$ cat config.mk
export PLATFORM = sky130hd
export DESIGN_NAME = iris_layer_driver
export DESIGN_NICKNAME = d
export VERILOG_FILES = /design/src/rtl/iris_net_pkg.sv /design/src/rtl/iris_argmax.sv /design/src/rtl/iris_layer_driver.sv
export SDC_FILE = /design/constraint.sdc
export NUM_CORES = 1
export LEC_CHECK = 0
export BUFFER_PORTS_ARGS = -buffer_cell sky130_fd_sc_hd__buf_2
export CAP_MARGIN = 40
export CELL_PAD_IN_SITES_DETAIL_PLACEMENT = 0
export CELL_PAD_IN_SITES_GLOBAL_PLACEMENT = 2
export CORE_MARGIN = 4
export CORE_UTILIZATION = 26
export DETAILED_ROUTE_END_ITERATION = 8
export PLACE_DENSITY = 0.73
export SYNTH_ARGS = -nofsm -noshare
export SYNTH_HDL_FRONTEND = slang
export SYNTH_SLANG_ARGS = --single-unit
$ cat constraint.sdc
create_clock -name clk -period 1.75 [get_ports clk]
set_input_delay 0.35 -clock clk [delete_from_list [all_inputs] [get_ports clk]]
set_output_delay 0.35 -clock clk [all_outputs]
set_load 0.01 [all_outputs]
$ cat src/rtl/iris_net_pkg.sv
`default_nettype none
// ============================================================================
// Module      : iris_net_pkg
// Description : Shared definitions for the Iris network layer logic:
//               default word width, feature count, neuron latency and the
//               layer driver state encoding.
// Revision    : 1.0 - initial release
// ============================================================================
package iris_net_pkg;

  localparam int DATA_WIDTH_DEF = 8;  // signed fixed-point word width
  localparam int N_FEATURES     = 4;  // features per sample (X1..X4)
  localparam int NEURON_LATENCY = 7;  // Run-sample edge to Y-update edge

  // Layer driver sequencing states
  typedef enum logic [1:0] {
    ST_IDLE = 2'd0,  // waiting for a sample
    ST_RUN  = 2'd1,  // one-cycle Run pulse to the neurons
    ST_WAIT = 2'd2,  // waiting out the neuron latency
    ST_OUT  = 2'd3   // result vector presented downstream
  } drv_state_t;

endpackage
`default_nettype wire

$ cat src/rtl/iris_argmax.sv
`default_nettype none
// ============================================================================
// Module      : iris_argmax
// Description : Combinational signed max-index over N_OUT packed words.
//               Ties resolve to the lowest index.
// Ports       : y   in  N_OUT*DATA_WIDTH  packed signed words, word i = slice i
//               idx out $clog2(N_OUT)     index of the largest word
// Revision    : 1.0 - initial release
// ============================================================================
module iris_argmax #(
  parameter int DATA_WIDTH = 8,
  parameter int N_OUT      = 3   // must be >= 2
) (
  input  logic [N_OUT*DATA_WIDTH-1:0] y,
  output logic [$clog2(N_OUT)-1:0]    idx
);

  localparam int IDX_W = $clog2(N_OUT);

  logic signed [DATA_WIDTH-1:0] best;

  // Strict greater-than keeps the earliest index on ties.
  always_comb begin
    best = y[DATA_WIDTH-1:0];
    idx  = '0;
    for (int i = 1; i < N_OUT; i++) begin
      if ($signed(y[i*DATA_WIDTH +: DATA_WIDTH]) > best) begin
        best = y[i*DATA_WIDTH +: DATA_WIDTH];
        idx  = IDX_W'(i);
      end
    end
  end

endmodule
`default_nettype wire

$ cat src/rtl/iris_layer_driver.sv
`default_nettype none
// ============================================================================
// Module      : iris_layer_driver
// Description : Initiator side of the neuron Run/X/Y interface. Accepts one
//               4-feature sample (valid/ready), broadcasts registered X to
//               N_OUT neurons, pulses Run, waits out the neuron latency,
//               captures all Y and presents them downstream (valid/ready).
// Ports       : clk, rst (async, active-high)
//               s_valid/s_ready/s_x       upstream sample
//               n_en, n_run, n_x1..n_x4   neuron control and features
//               n_y                       neuron outputs
//               m_valid/m_ready/m_y       downstream result
//               m_class                   argmax of n_y (IRIS_ARGMAX_EN only)
//               busy                      state != IDLE
// Config      : `define IRIS_ARGMAX_EN adds m_class and the argmax logic.
// Revision    : 1.0 - initial release
// ============================================================================
module iris_layer_driver
  import iris_net_pkg::*;
#(
  parameter int DATA_WIDTH  = DATA_WIDTH_DEF,
  parameter int N_OUT       = 3,
  parameter int WAIT_CYCLES = NEURON_LATENCY  // must be >= NEURON_LATENCY
) (
  input  logic                             clk,
  input  logic                             rst,
  input  logic                             s_valid,
  output logic                             s_ready,
  input  logic [N_FEATURES*DATA_WIDTH-1:0] s_x,
  output logic                             n_en,
  output logic                             n_run,
  output logic [DATA_WIDTH-1:0]            n_x1,
  output logic [DATA_WIDTH-1:0]            n_x2,
  output logic [DATA_WIDTH-1:0]            n_x3,
  output logic [DATA_WIDTH-1:0]            n_x4,
  input  logic [N_OUT*DATA_WIDTH-1:0]      n_y,
  output logic                             m_valid,
  input  logic                             m_ready,
  output logic [N_OUT*DATA_WIDTH-1:0]      m_y,
`ifdef IRIS_ARGMAX_EN
  output logic [$clog2(N_OUT)-1:0]         m_class,
`endif
  output logic                             busy
);

  localparam int CNT_W = (WAIT_CYCLES > 1) ? $clog2(WAIT_CYCLES) : 1;

  drv_state_t       state;
  drv_state_t       state_nxt;
  logic [CNT_W-1:0] count;
  logic             accept;
  logic             capture;

  assign accept  = s_valid && s_ready;
  assign capture = (state == ST_WAIT) && (count == '0);

  // --------------------------------------------------------------------------
  // FSM: state register
  // --------------------------------------------------------------------------
  always_ff @(posedge clk or posedge rst) begin
    if (rst) begin
      state <= ST_IDLE;
    end else begin
      state <= state_nxt;
    end
  end

  // --------------------------------------------------------------------------
  // FSM: next-state logic
  // --------------------------------------------------------------------------
  always_comb begin
    state_nxt = state;
    case (state)
      ST_IDLE: if (accept)        state_nxt = ST_RUN;
      ST_RUN:                     state_nxt = ST_WAIT;
      ST_WAIT: if (count == '0)   state_nxt = ST_OUT;
      ST_OUT:  if (m_ready)       state_nxt = ST_IDLE;
      default:                    state_nxt = ST_IDLE;
    endcase
  end

  // --------------------------------------------------------------------------
  // FSM: outputs. s_ready is gated by rst so nothing is accepted while the
  // block is held in reset.
  // --------------------------------------------------------------------------
  always_comb begin
    s_ready = (state == ST_IDLE) && !rst;
    n_run   = (state == ST_RUN);
    n_en    = (state == ST_RUN) || (state == ST_WAIT);
    busy    = (state != ST_IDLE);
  end

  // --------------------------------------------------------------------------
  // Feature registers: only written on accept, so X stays stable through
  // the neuron load edge and until the next sample.
  // --------------------------------------------------------------------------
  always_ff @(posedge clk or posedge rst) begin
    if (rst) begin
      n_x1 <= '0;
      n_x2 <= '0;
      n_x3 <= '0;
      n_x4 <= '0;
    end else if (accept) begin
      n_x1 <= s_x[0*DATA_WIDTH +: DATA_WIDTH];
      n_x2 <= s_x[1*DATA_WIDTH +: DATA_WIDTH];
      n_x3 <= s_x[2*DATA_WIDTH +: DATA_WIDTH];
      n_x4 <= s_x[3*DATA_WIDTH +: DATA_WIDTH];
    end
  end

  // --------------------------------------------------------------------------
  // Latency counter: loaded on the Run-sampling edge, reaches zero on the
  // edge before capture so capture lands WAIT_CYCLES+1 edges after Run.
  // --------------------------------------------------------------------------
  always_ff @(posedge clk or posedge rst) begin
    if (rst) begin
      count <= '0;
    end else if (state == ST_RUN) begin
      count <= CNT_W'(WAIT_CYCLES - 1);
    end else if ((state == ST_WAIT) && (count != '0)) begin
      count <= count - CNT_W'(1);
    end
  end

  // --------------------------------------------------------------------------
  // Result capture and downstream handshake
  // --------------------------------------------------------------------------
  always_ff @(posedge clk or posedge rst) begin
    if (rst) begin
      m_y     <= '0;
      m_valid <= 1'b0;
    end else if (capture) begin
      m_y     <= n_y;
      m_valid <= 1'b1;
    end else if ((state == ST_OUT) && m_ready) begin
      m_valid <= 1'b0;
    end
  end

`ifdef IRIS_ARGMAX_EN
  logic [$clog2(N_OUT)-1:0] max_idx;

  iris_argmax #(
    .DATA_WIDTH (DATA_WIDTH),
    .N_OUT      (N_OUT)
  ) u_argmax (
    .y   (n_y),
    .idx (max_idx)
  );

  always_ff @(posedge clk or posedge rst) begin
    if (rst) begin
      m_class <= '0;
    end else if (capture) begin
      m_class <= max_idx;
    end
  end
`endif

endmodule
`default_nettype wire

---- After elaboration in Yosys (flattened, before gate mapping) ----
Cells that the tools add are included.
word-level totals
  bits of input ports ..................... 60
  register bits after elaboration ......... 62
  logic and storage cells ................. 37
operators by class
  multiplexer cells ....................... 8
  equal/unequal tests ..................... 6
  reduce and logical (&&, ||, !) cells .... 14
  add/subtract/negate cells ............... 1
operators with widths
  cell                                                 count
  case mux 2 bit (4 select lines)                      1
  two-way mux 2 bit                                    3
  two-way mux 3 bit                                    2
  inequality test 2 bit, second input constant         3
  nonzero test 2 bit                                   3
  logical AND 1 bit                                    5
  equality test 2 bit, second input constant           2
  zero test 3 bit                                      1
  AND reduction 3 bit                                  1
  nonzero test 3 bit                                   1
  subtractor 3 x 1 -> 3 bit, second input constant     1
  equality test 2 x 1 -> 1 bit, second input constant  1
  zero test 2 bit                                      1
  two-way mux 1 bit                                    2
  zero test 1 bit                                      1
  logical OR 1 bit                                     1

---- Depth between registers and ports, before layout ----
Gate-level depths: netlist (run 1).
  word-level depth ........................ 5
  mapped depth ............................ 6
  depth with buffers taken out ............ 5

---- Worst setup path after synthesis (run 1) ----
No wires, ideal clock.
  kind .................................... register to register
  from .................................... register state[0]
  to ...................................... register n_x1[7]
  arrival ................................. 1,468 ps
  cell stages (with the launch flop) ...... 7
  path buffers ............................ 1
  period minus slack after synthesis ...... 1,592 ps
  setup slack ............................. 158 ps
  path through ............................ dfrtp_1 -> inv_1 -> ha_1 -> and2b_1 -> nand2_2 -> buf_6 -> mux2_2
on the way
  cells in the longest elaborated chain, start to end .. 3
RTL lines
  what                    RTL line                  source
  start, declared         iris_layer_driver.sv:48   drv_state_t state;
  start signal, assigned  iris_layer_driver.sv:64   state <= state_nxt;
  zero test 2 bit         iris_layer_driver.sv:87   s_ready = (state == ST_IDLE) && !rst;
  logical AND 1 bit       iris_layer_driver.sv:87
  via s_ready             iris_layer_driver.sv:28   output logic s_ready,
  logical AND 1 bit       iris_layer_driver.sv:54   assign accept = s_valid && s_ready;
  end signal, assigned    iris_layer_driver.sv:104  n_x1 <= s_x[0*DATA_WIDTH +: DATA_WIDTH];
  end, declared           iris_layer_driver.sv:32   output logic [DATA_WIDTH-1:0] n_x1,
The timed path passes the listed nets, and every way through them passes these cells.
A chain may end at the register's enable or synchronous reset.

---- Worst setup path after layout (run 1) ----
  from .................................... register state[0]
  to ...................................... output s_ready
on the way
  cells in the longest elaborated chain, start to end .. 2
RTL lines
  what               RTL line
  zero test 2 bit    iris_layer_driver.sv:87
  logical AND 1 bit  iris_layer_driver.sv:87
  end, declared      iris_layer_driver.sv:28
No other way between the ends.

==> metrics, run 1 <==
CTS H-tree lvls=3; status=complete, no violations; CP Capture Type=output port; Die Area=11300 µm²; total core area=9330 µm²; Slew Limit Fails=0; most common cell in the netlist=dfrtp_1; GPL Wtd Cong=0.697; dpl hpwl=4040 µm; Final Setup Violations=0; DR top layer=met4; met1 WL=2210 µm; Post-synth EDFFs=0; PwrDens=1770 nW/µm²; root buffer cell=clkbuf_8; fin crit share=92.8%; Final Skew=0.00763 ns; f_max=0.615 GHz; Worst-Skew Late Latency=0.32 ns; HP Class=in2async; Max IR drop VDD=0.696 mV; Clk pwr share=20.3%; critical-path maximum fanout=4; Yosys top cell area share=61.9%; Post-synth top flop=dfrtp_1; Mapped Avg Cell Area=15.6 µm²; sw frac=32.3%; total CTS buffers=9; fillers=958; Slew headroom=75.2%; count of cell types in the netlist=24; antenna cells=0; Post-Syn Nets=228; Hold WS=0.125 ns; I/O pin count=121; measured slew at the worst slew-check pin=0.363 ns; Pint=4180 µW; Setup WS pre-CTS=0.0667 ns; Seq/Total Area, Yosys=61.9%; largest area contributor in the netlist=dfrtp_1; Seq cells post-synth=62; Async SR Flop Fraction=100%; Fin. Hold Viols=0; RSZ-0062 raised after global routing=no; vias in the first global route=1787; drt total wl=5470 µm; gr usage total=10.0%; proportion of layout cells with a drive suffix above 1=67.8%; Leak=0.00174 µW; Clock transition at path regs=0.07 ns; std cell rows=35; TritonRoute pass-1 iters=4; input/output buffers=120; initial antenna violation count=0; Synth area leaders=dfrtp_1 (62%), mux2_2 (24%), ha_1 (3.5%), buf_6 (2.2%), mux2_1 (1.3%); Worst EP required=1.40 ns; maximum clock insertion buffer count=2; share of power burned in registers=40.2%; first-pass GRT wire length=8930 µm; final core occ=37.3%; Combinational Power Share=39.6%; final worst path period need=1.62 ns; final worst slack=0.125 ns; Finished Cell Area=3480 µm²; synthesized cell area=2510 µm²; top cells by count, synth=dfrtp_1 (62), mux2_2 (54), ha_1 (7), inv_1 (7), buf_6 (5); Die Wd=106 µm; Initial Util=26.9%; Detailed Route Iter0 Violations=91; met2 wire len=2500 µm; grt total ovfl=0; Die H=106 µm; Setup TNS=0 ns; largest net degree at the start of global routing=63; Final #Nets=357; Avg Vias per Cell=4.03; Data arrival, critical path=1.27 ns; Max-Cap Viols=0; Avg WL per Cell=12.9 µm; routed vias=1708; DRC errors left=0; CP startpoint kind=flop; clock sink count=62; Area growth syn-to-layout=38.9%; DRT antenna net count=0; DR WL met3=699 µm; Yosys warnings=0; Area after DPL=3250 µm²; Crit Path Class=reg2out; CTS tree=built; total net switching power=1990 µW; Gate Count Post-Synth=161
==> state kept, by name, summed over array words and instances (netlist names) <==
name     flops
count        3
m_valid      1
m_y         24
n_x1         8
n_x2         8
n_x3         8
n_x4         8
state        2
==> cell usage in the layout, fill, tap and decap left out, types with 3 or more instances in the layout <==
cell and instances:
mux2_2 54, inv_1 4, buf_2 120, dfrtp_1 62, a21oi_1 3, mux2_1 3
clkbuf_8 11, ha_1 5, nand2_1 3
==> what timing repair did <==
| item | 4_1_cts | 5_1_grt |
|---|---|---|
| hold buffers | 0 | 0 |
| gates resized for setup | 1 | 4 |
| setup endpoints to repair | 1 | 25 |
| buffers inserted | 0 | 2 |
==> cell families after synthesis <==
logic type / synth area share (%)
simple gates: 3.44
flops: 61.9
compound gates: 2.10
fa+ha+maj: 3.49
mux: 25.6
buf+inv: 3.49
==> power by group through the flow <==
stage / logic [µW] / registers, µW / clock network, µW
floorplan: 1080 / 2830 / 0
global placement: 2380 / 2490 / 0
detailed placement: 2430 / 2520 / 0
CTS: 2430 / 2500 / 1330
global route: 2710 / 2590 / 1390
finish: 2440 / 2480 / 1250
==> metal layers <==
metal | GRT usage [%] | up-vias
li1 | - | 817
met1 | 11.4 | 803
met2 | 15.6 | 81
met3 | 6.68 | 7
met4 | 2.50 | 0
met5 | 0 | -
==> critical path, stage by stage, from the launching register on <==
cell and delay, ns:
dfrtp_1 0.41, inv_2 0.11, ha_4 0.15, and2b_1 0.14
buf_2 0.14
==> stage by stage <==
step / power, µW / cells
2_1_floorplan: 3910 / 161
3_3_place_gp: 4880 / 406
3_5_place_dp: 4950 / 406
4_1_cts: 6260 / 422
5_1_grt: 6690 / 424
6_report: 6180 / 424
==> layout make-up <==
type	instances	area, µm²	area share [%]
inverter	7	30.0	0.862
clock buffer	13	159	4.56
tap	129	161	4.63
clock inverter	3	42.5	1.22
sequential	62	1550	44.5
timing repair buffer	124	656	18.8
multi-input combinational	86	883	25.4
==> path summary, 6_finish.rpt <==
path,start,to,slack (ns),cells past startpoint
max in group asynchronous,rst,n_x1[2],1.35,3
worst max-delay path,state[0],s_ready,0.13,4
worst min register to register,m_valid,m_valid,0.47,2
min in group clk,s_x[23],n_x3[7],0.24,2
worst max register to register,count[0],m_y[22],0.13,5
worst min-delay path,rst,m_y[7],0.13,3
(Power assumes the default switching activity.)
==> run 2: changes to the inputs <==
--- a/config.mk
+++ b/config.mk
@@ -9,6 +9,7 @@
 export CAP_MARGIN = 40
 export CELL_PAD_IN_SITES_DETAIL_PLACEMENT = 0
 export CELL_PAD_IN_SITES_GLOBAL_PLACEMENT = 2
+export CORE_ASPECT_RATIO = 1.1
 export CORE_MARGIN = 4
 export CORE_UTILIZATION = 26
 export DETAILED_ROUTE_END_ITERATION = 8
==> constraint.sdc (replaced) <==
create_clock -name clk -period 1.75 [get_ports clk]
set_input_delay 0 -clock clk [delete_from_list [all_inputs] [get_ports clk]]
set_output_delay 0 -clock clk [all_outputs]
set_load 0.01 [all_outputs]
==> run 2 against run 1 <==
Via count increased by 13%. Sequential share of layout area decreased by 6.3 points. Design area increased by 16%. Global-route usage increased by 1.5 points. Fmax decreased by 0.87%. Critical path type is now reg2reg. Largest cell class unchanged. Largest power group is now combinational cells.
==> metrics, run 2 (synthesis results as in run 1) <==
antenna cells=0 (unchanged); CP max-delay cell=dfrtp_1; Slew headroom=75.8% (+0.60 points); Clock transition at path regs=0.07 ns (about the same); CTS H-tree lvls=3 (unchanged); grt total ovfl=0 (unchanged); CP Buf/Inv Count=2 (unchanged); Final Skew=0.00671 ns (-0.000916 ns); critical-path maximum fanout=32 (+28); Die Wd=102 µm (-4.3%); clock sink count=62 (unchanged); Area growth syn-to-layout=61.7%; slowest stage delay, CP=0.38 ns (-0.03 ns); root buffer cell=clkbuf_8; Largest Register=m_y; commonest non-fill, non-tap cell in the layout=buf_2; total core area=9400 µm² (+0.75%); proportion of layout cells with a drive suffix above 1=56.4% (-11 points); input/output buffers=120 (unchanged); max FFs per register=24 (unchanged); f_max=0.610 GHz (-0.87%); Worst Setup SP=state[0]; HP Start=s_valid; Worst-Skew Late Latency=0.33 ns (about the same); crit-path leading delay family=flip-flops; dpl hpwl=4070 µm (+0.78%); CP Capture Type=flop; Initial Util=26.7% (-0.20 points); postcts setup bufs=0 (unchanged); Die Area=11300 µm² (about the same); Detailed Route Iter0 Violations=31 (-66%); Die H=111 µm (+4.5%); measured slew at the worst slew-check pin=0.354 ns (-0.00876 ns); Setup TNS=0 ns (unchanged); maximum clock insertion buffer count=2 (unchanged); I/O pin count=121 (unchanged); Leak=0.00199 µW (+15%); initial antenna violation count=0 (unchanged); worst path cell trace=inv_1, ha_1, and2b_1, nand2_2, buf_12, mux2_2; status=complete, no violations; FF-to-FF Start=state[0]; DRC errors left=0 (unchanged); Final Setup Violations=0 (unchanged); RSZ-0062 raised after global routing=no; Data arrival, critical path=1.85 ns (+0.58 ns); Avg Vias per Cell=4.12 (+2.3%); vias in the first global route=2143 (+20%); HP Class=in2reg; gr usage total=11.5% (+1.5 points); largest net degree at the start of global routing=35 (-44%); Slew Limit Fails=0 (unchanged); Crit Path Class=reg2reg; Worst EP required=1.96 ns (+0.56 ns); routed vias=1937 (+13%); Fin. Hold Viols=0 (unchanged); Final #Nets=415 (+16%); Avg WL per Cell=13.0 µm (+1.1%); GPL Wtd Cong=0.671 (-3.8%); Max-Cap Viols=0 (unchanged); total CTS buffers=9 (unchanged); Max IR drop VDD=0.837 mV (+20%); TritonRoute pass-1 iters=2 (-2); drt total wl=6130 µm (+12%); PwrDens=1580 nW/µm² (-11%); fin crit share=93.7% (+0.82 points); most frequent cells in the layout=buf_2 (120), dfrtp_1 (62), dlygate4sd3_1 (58); Area after DPL=3250 µm² (-0.12%); first-pass GRT wire length=10200 µm (+14%); CTS tree=built; CP startpoint kind=flop; Finished Cell Area=4050 µm² (+16%); std cell rows=37 (+5.7%); final worst path period need=1.64 ns (+0.0143 ns); DRT antenna net count=0 (unchanged)
## run 2: path summary, 6_finish.rpt
kind | end | slack [ns] | cells after the start
worst min-delay path | state[0] | 0.13 | 4
worst max register to register | n_x3[5] | 0.11 | 6
min in group asynchronous | m_valid | 0.25 | 4
worst max-delay path | n_x3[5] | 0.11 | 6
worst min register to register | m_valid | 0.47 | 2
max in group asynchronous | n_x3[3] | 1.14 | 4
## run 2: cell type report
type                       count  area, µm²
clock inverter                 6       85.1
clock buffer                  10        138
fill                         879       5340
timing repair buffer         182       1240
sequential                    62       1550
tap                          117        146
inverter                       7       26.3
multi-input combinational     86        871
## run 2: worst register-to-register path, stage by stage, from the launching register on
cell and delay, ns:
dfrtp_1 0.38, inv_1 0.10, ha_1 0.21, and2b_1 0.17
nand2_2 0.08, buf_12 0.20, mux2_2 0.38
## run 2: layer usage
layer | vias up | global-route usage, % | part of all wire (%)
li1 | 933 | - | -
met5 | - | 0 | 0
met3 | 6 | 4.97 | 10
met2 | 86 | 18.9 | 47
met1 | 912 | 13.9 | 42
met4 | 0 | 2.39 | 0.95
## run 2: stage by stage
| stage | hold WS [ns] | util [%] | instances | power, µW | worst slack [ns] |
|---|---|---|---|---|---|
| detailed placement | 0.0693 | 34.6 | 396 | 4950 | 0.0880 |
| floorplan | 0.132 | - | 161 | 3910 | 0.158 |
| finish | 0.128 | 43.1 | 470 | 6390 | 0.111 |
| global route | 0.146 | 43.1 | 470 | 6910 | 0.0192 |
| CTS | 0.110 | 43.1 | 470 | 6500 | 0.0916 |
| global placement | 0.0704 | 34.6 | 396 | 4890 | 0.134 |
## run 2: where the power goes
group | switching [µW] | total [µW] | internal [µW]
combinational | 1160 | 2500 | 1340
sequential | 336 | 2490 | 2160
clock | 566 | 1400 | 835
## run 2: repair_timing
item | CTS | global route
setup endpoints to repair | 0 | 24
resized for setup | 0 | 1
hold buffers | 58 | 0
hold endpoints to repair | 119 | 0
==> run 3: changes to the inputs <==
--- a/config.mk
+++ b/config.mk
@@ -9,11 +9,11 @@
 export CAP_MARGIN = 40
 export CELL_PAD_IN_SITES_DETAIL_PLACEMENT = 0
 export CELL_PAD_IN_SITES_GLOBAL_PLACEMENT = 2
-export CORE_ASPECT_RATIO = 1.1
 export CORE_MARGIN = 4
 export CORE_UTILIZATION = 26
 export DETAILED_ROUTE_END_ITERATION = 8
 export PLACE_DENSITY = 0.73
+export REMOVE_ABC_BUFFERS = 1
 export SYNTH_ARGS = -nofsm -noshare
 export SYNTH_HDL_FRONTEND = slang
 export SYNTH_SLANG_ARGS = --single-unit
==> run 3 against run 2 <==
Clock power fell by 19%. Highest routed layer unchanged. Global-route usage rose by 0.30 points. Via count grew 1.1%. Largest power group unchanged. Sequential power about the same.
==> metrics, run 3 (synthesis results as in run 1) <==
Final Setup Violations=0 (unchanged); Max IR drop VDD=0.605 mV (-28%); Die Wd=106 µm (+4.5%); Largest Register=m_y; TritonRoute pass-1 iters=4 (+2); Worst R2R Path Depth=6 (unchanged); Final #Nets=415 (unchanged); Max-Cap Viols=0 (unchanged); dpl hpwl=4070 µm (-0.11%); dpl cells=408 (+3.0%); Initial Util=26.9% (+0.20 points); maximum clock insertion buffer count=2 (unchanged); CP startpoint kind=flop; clock sink count=62 (unchanged); grt total ovfl=0 (unchanged); CTS H-tree lvls=3 (unchanged); Pint=4120 µW (-4.9%); DRT antenna net count=0 (unchanged); total CTS buffers=9 (unchanged); Setup WS pre-CTS=0.119 ns (+0.0310 ns); RSZ-0062 raised after global routing=no; Detailed Route Iter0 Violations=30 (-3.2%); Area growth syn-to-layout=60.2%; postcts setup bufs=0 (unchanged); Worst Setup SP=state[0]; Avg Vias per Cell=4.08 (-0.97%); measured slew at the worst slew-check pin=0.611 ns (+0.256 ns); f_max=0.616 GHz (+0.94%); largest net degree at the start of global routing=36 (+2.9%); Clk pwr share=18.5% (-3.4 points); Fin. Hold Viols=0 (unchanged); final worst path period need=1.62 ns (-0.0153 ns); Worst EP required=1.96 ns (about the same); max FFs per register=24 (unchanged); hold depth=4 (unchanged); proportion of layout cells with a drive suffix above 1=55.6% (-0.82 points); Final Skew=0.00531 ns (-0.00140 ns); drt total wl=6250 µm (+1.9%); routed vias=1959 (+1.1%); CTS tree=built; vias in the first global route=2199 (+2.6%); gr usage total=11.8% (+0.30 points); Data arrival, critical path=1.84 ns (about the same); post-route insts no fill=480 (+2.1%); HP Class=in2reg; CP Capture Type=flop; most frequent cells in the layout=buf_2 (120), dfrtp_1 (62), dlygate4sd3_1 (58); antenna cells=0 (unchanged); sw frac=33.0% (+0.74 points); share of power burned in registers=40.5% (+1.5 points); final worst slack=0.126 ns (+0.0153 ns); initial antenna violation count=0 (unchanged); Worst-Skew Late Latency=0.33 ns (about the same); Combinational Power Share=41.0% (+1.9 points); total net switching power=2030 µW (-1.6%); critical-path maximum fanout=32 (unchanged); total core area=9330 µm² (-0.75%); HP Start=s_valid; GPL Wtd Cong=0.670 (-0.21%); Slew Limit Fails=0 (unchanged); root buffer cell=clkbuf_8; I/O pin count=121 (unchanged); Die H=106 µm (-4.3%); Setup TNS=0 ns (unchanged); first-pass GRT wire length=10300 µm (+1.4%); Finished Cell Area=4020 µm² (-0.90%); Clock transition at path regs=0.06 ns (about the same); Leak=0.00198 µW (-0.75%); fin crit share=92.8% (-0.87 points); std cell rows=35 (-5.4%); FF-to-FF Start=state[0]; Avg WL per Cell=13.0 µm (-0.20%); commonest non-fill, non-tap cell in the layout=buf_2; Crit Path Class=reg2reg; input/output buffers=120 (unchanged); Area after DPL=3260 µm² (+0.46%); PwrDens=1530 nW/µm² (-3.0%); status=complete, no violations; Die Area=11300 µm² (about the same); DRC errors left=0 (unchanged); Slew headroom=59.2% (-17 points)
-- run 3: cell types whose count changed in the layout (fill, tap and decap cells not counted), sizes merged --
cell      before  now
clkinv         2    1
bufinv         2    0
clkbuf        10   13
clkinvlp       2    0
-- run 3: stage by stage --
step	power [µW]	util, %	hold slack, ns
2_1_floorplan	3880	-	0.132
3_3_place_gp	4920	35.0	0.131
3_5_place_dp	4970	35.0	0.132
4_1_cts	6240	43.1	0.129
5_1_grt	6590	43.1	0.171
6_report	6140	43.1	0.140
-- run 3: worst paths after layout --
kind,to,slack [ns]
max in group asynchronous,m_y[0],0.82
min in group asynchronous,n_x2[3],0.32
worst max-delay path,n_x3[6],0.13
worst min-delay path,state[0],0.14
worst min register to register,m_valid,0.48
worst max register to register,n_x3[6],0.13
-- run 3: cell type report --
class	instances	area, µm²
repair buffers	182	1240
clock inverters	1	5.00
multi-input cells	86	868
clock buffers	13	169
inverters	7	26.3
flip-flops and latches	62	1550
fillers	882	5310
well taps	129	161
-- run 3: per-layer routing --
layer  share of wire, %  wire length (µm)  vias to the layer above  GRT usage [%]
li1                   -                 -                      927              -
met1                 40              2470                      944           13.0
met2                 52              3270                       72           20.2
met3                5.3               331                       16           3.40
met4                2.9               178                        0           6.66
met5                  0                 0                        -              0
-- run 3: repair_timing --
| item | 4_1_cts | 5_1_grt |
|---|---|---|
| gates resized for setup | 0 | 0 |
| endpoints found under the hold margin | 84 | 0 |
| hold buffers | 58 | 0 |
-- run 3: worst max-delay path, stage by stage, from the launching register on --
cell,delay (ns)
dfrtp_1,0.37
inv_1,0.09
ha_1,0.21
and2b_1,0.17
nand2_2,0.09
buf_12,0.20
mux2_2,0.36
-- run 3: power by group through the flow --
stage / clock, µW / sequential (µW) / combinational [µW]
5_1_grt: 1250 / 2580 / 2760
3_5_place_dp: 0 / 2500 / 2470
3_3_place_gp: 0 / 2500 / 2430
6_report: 1140 / 2490 / 2520
2_1_floorplan: 0 / 2830 / 1050
4_1_cts: 1190 / 2490 / 2570
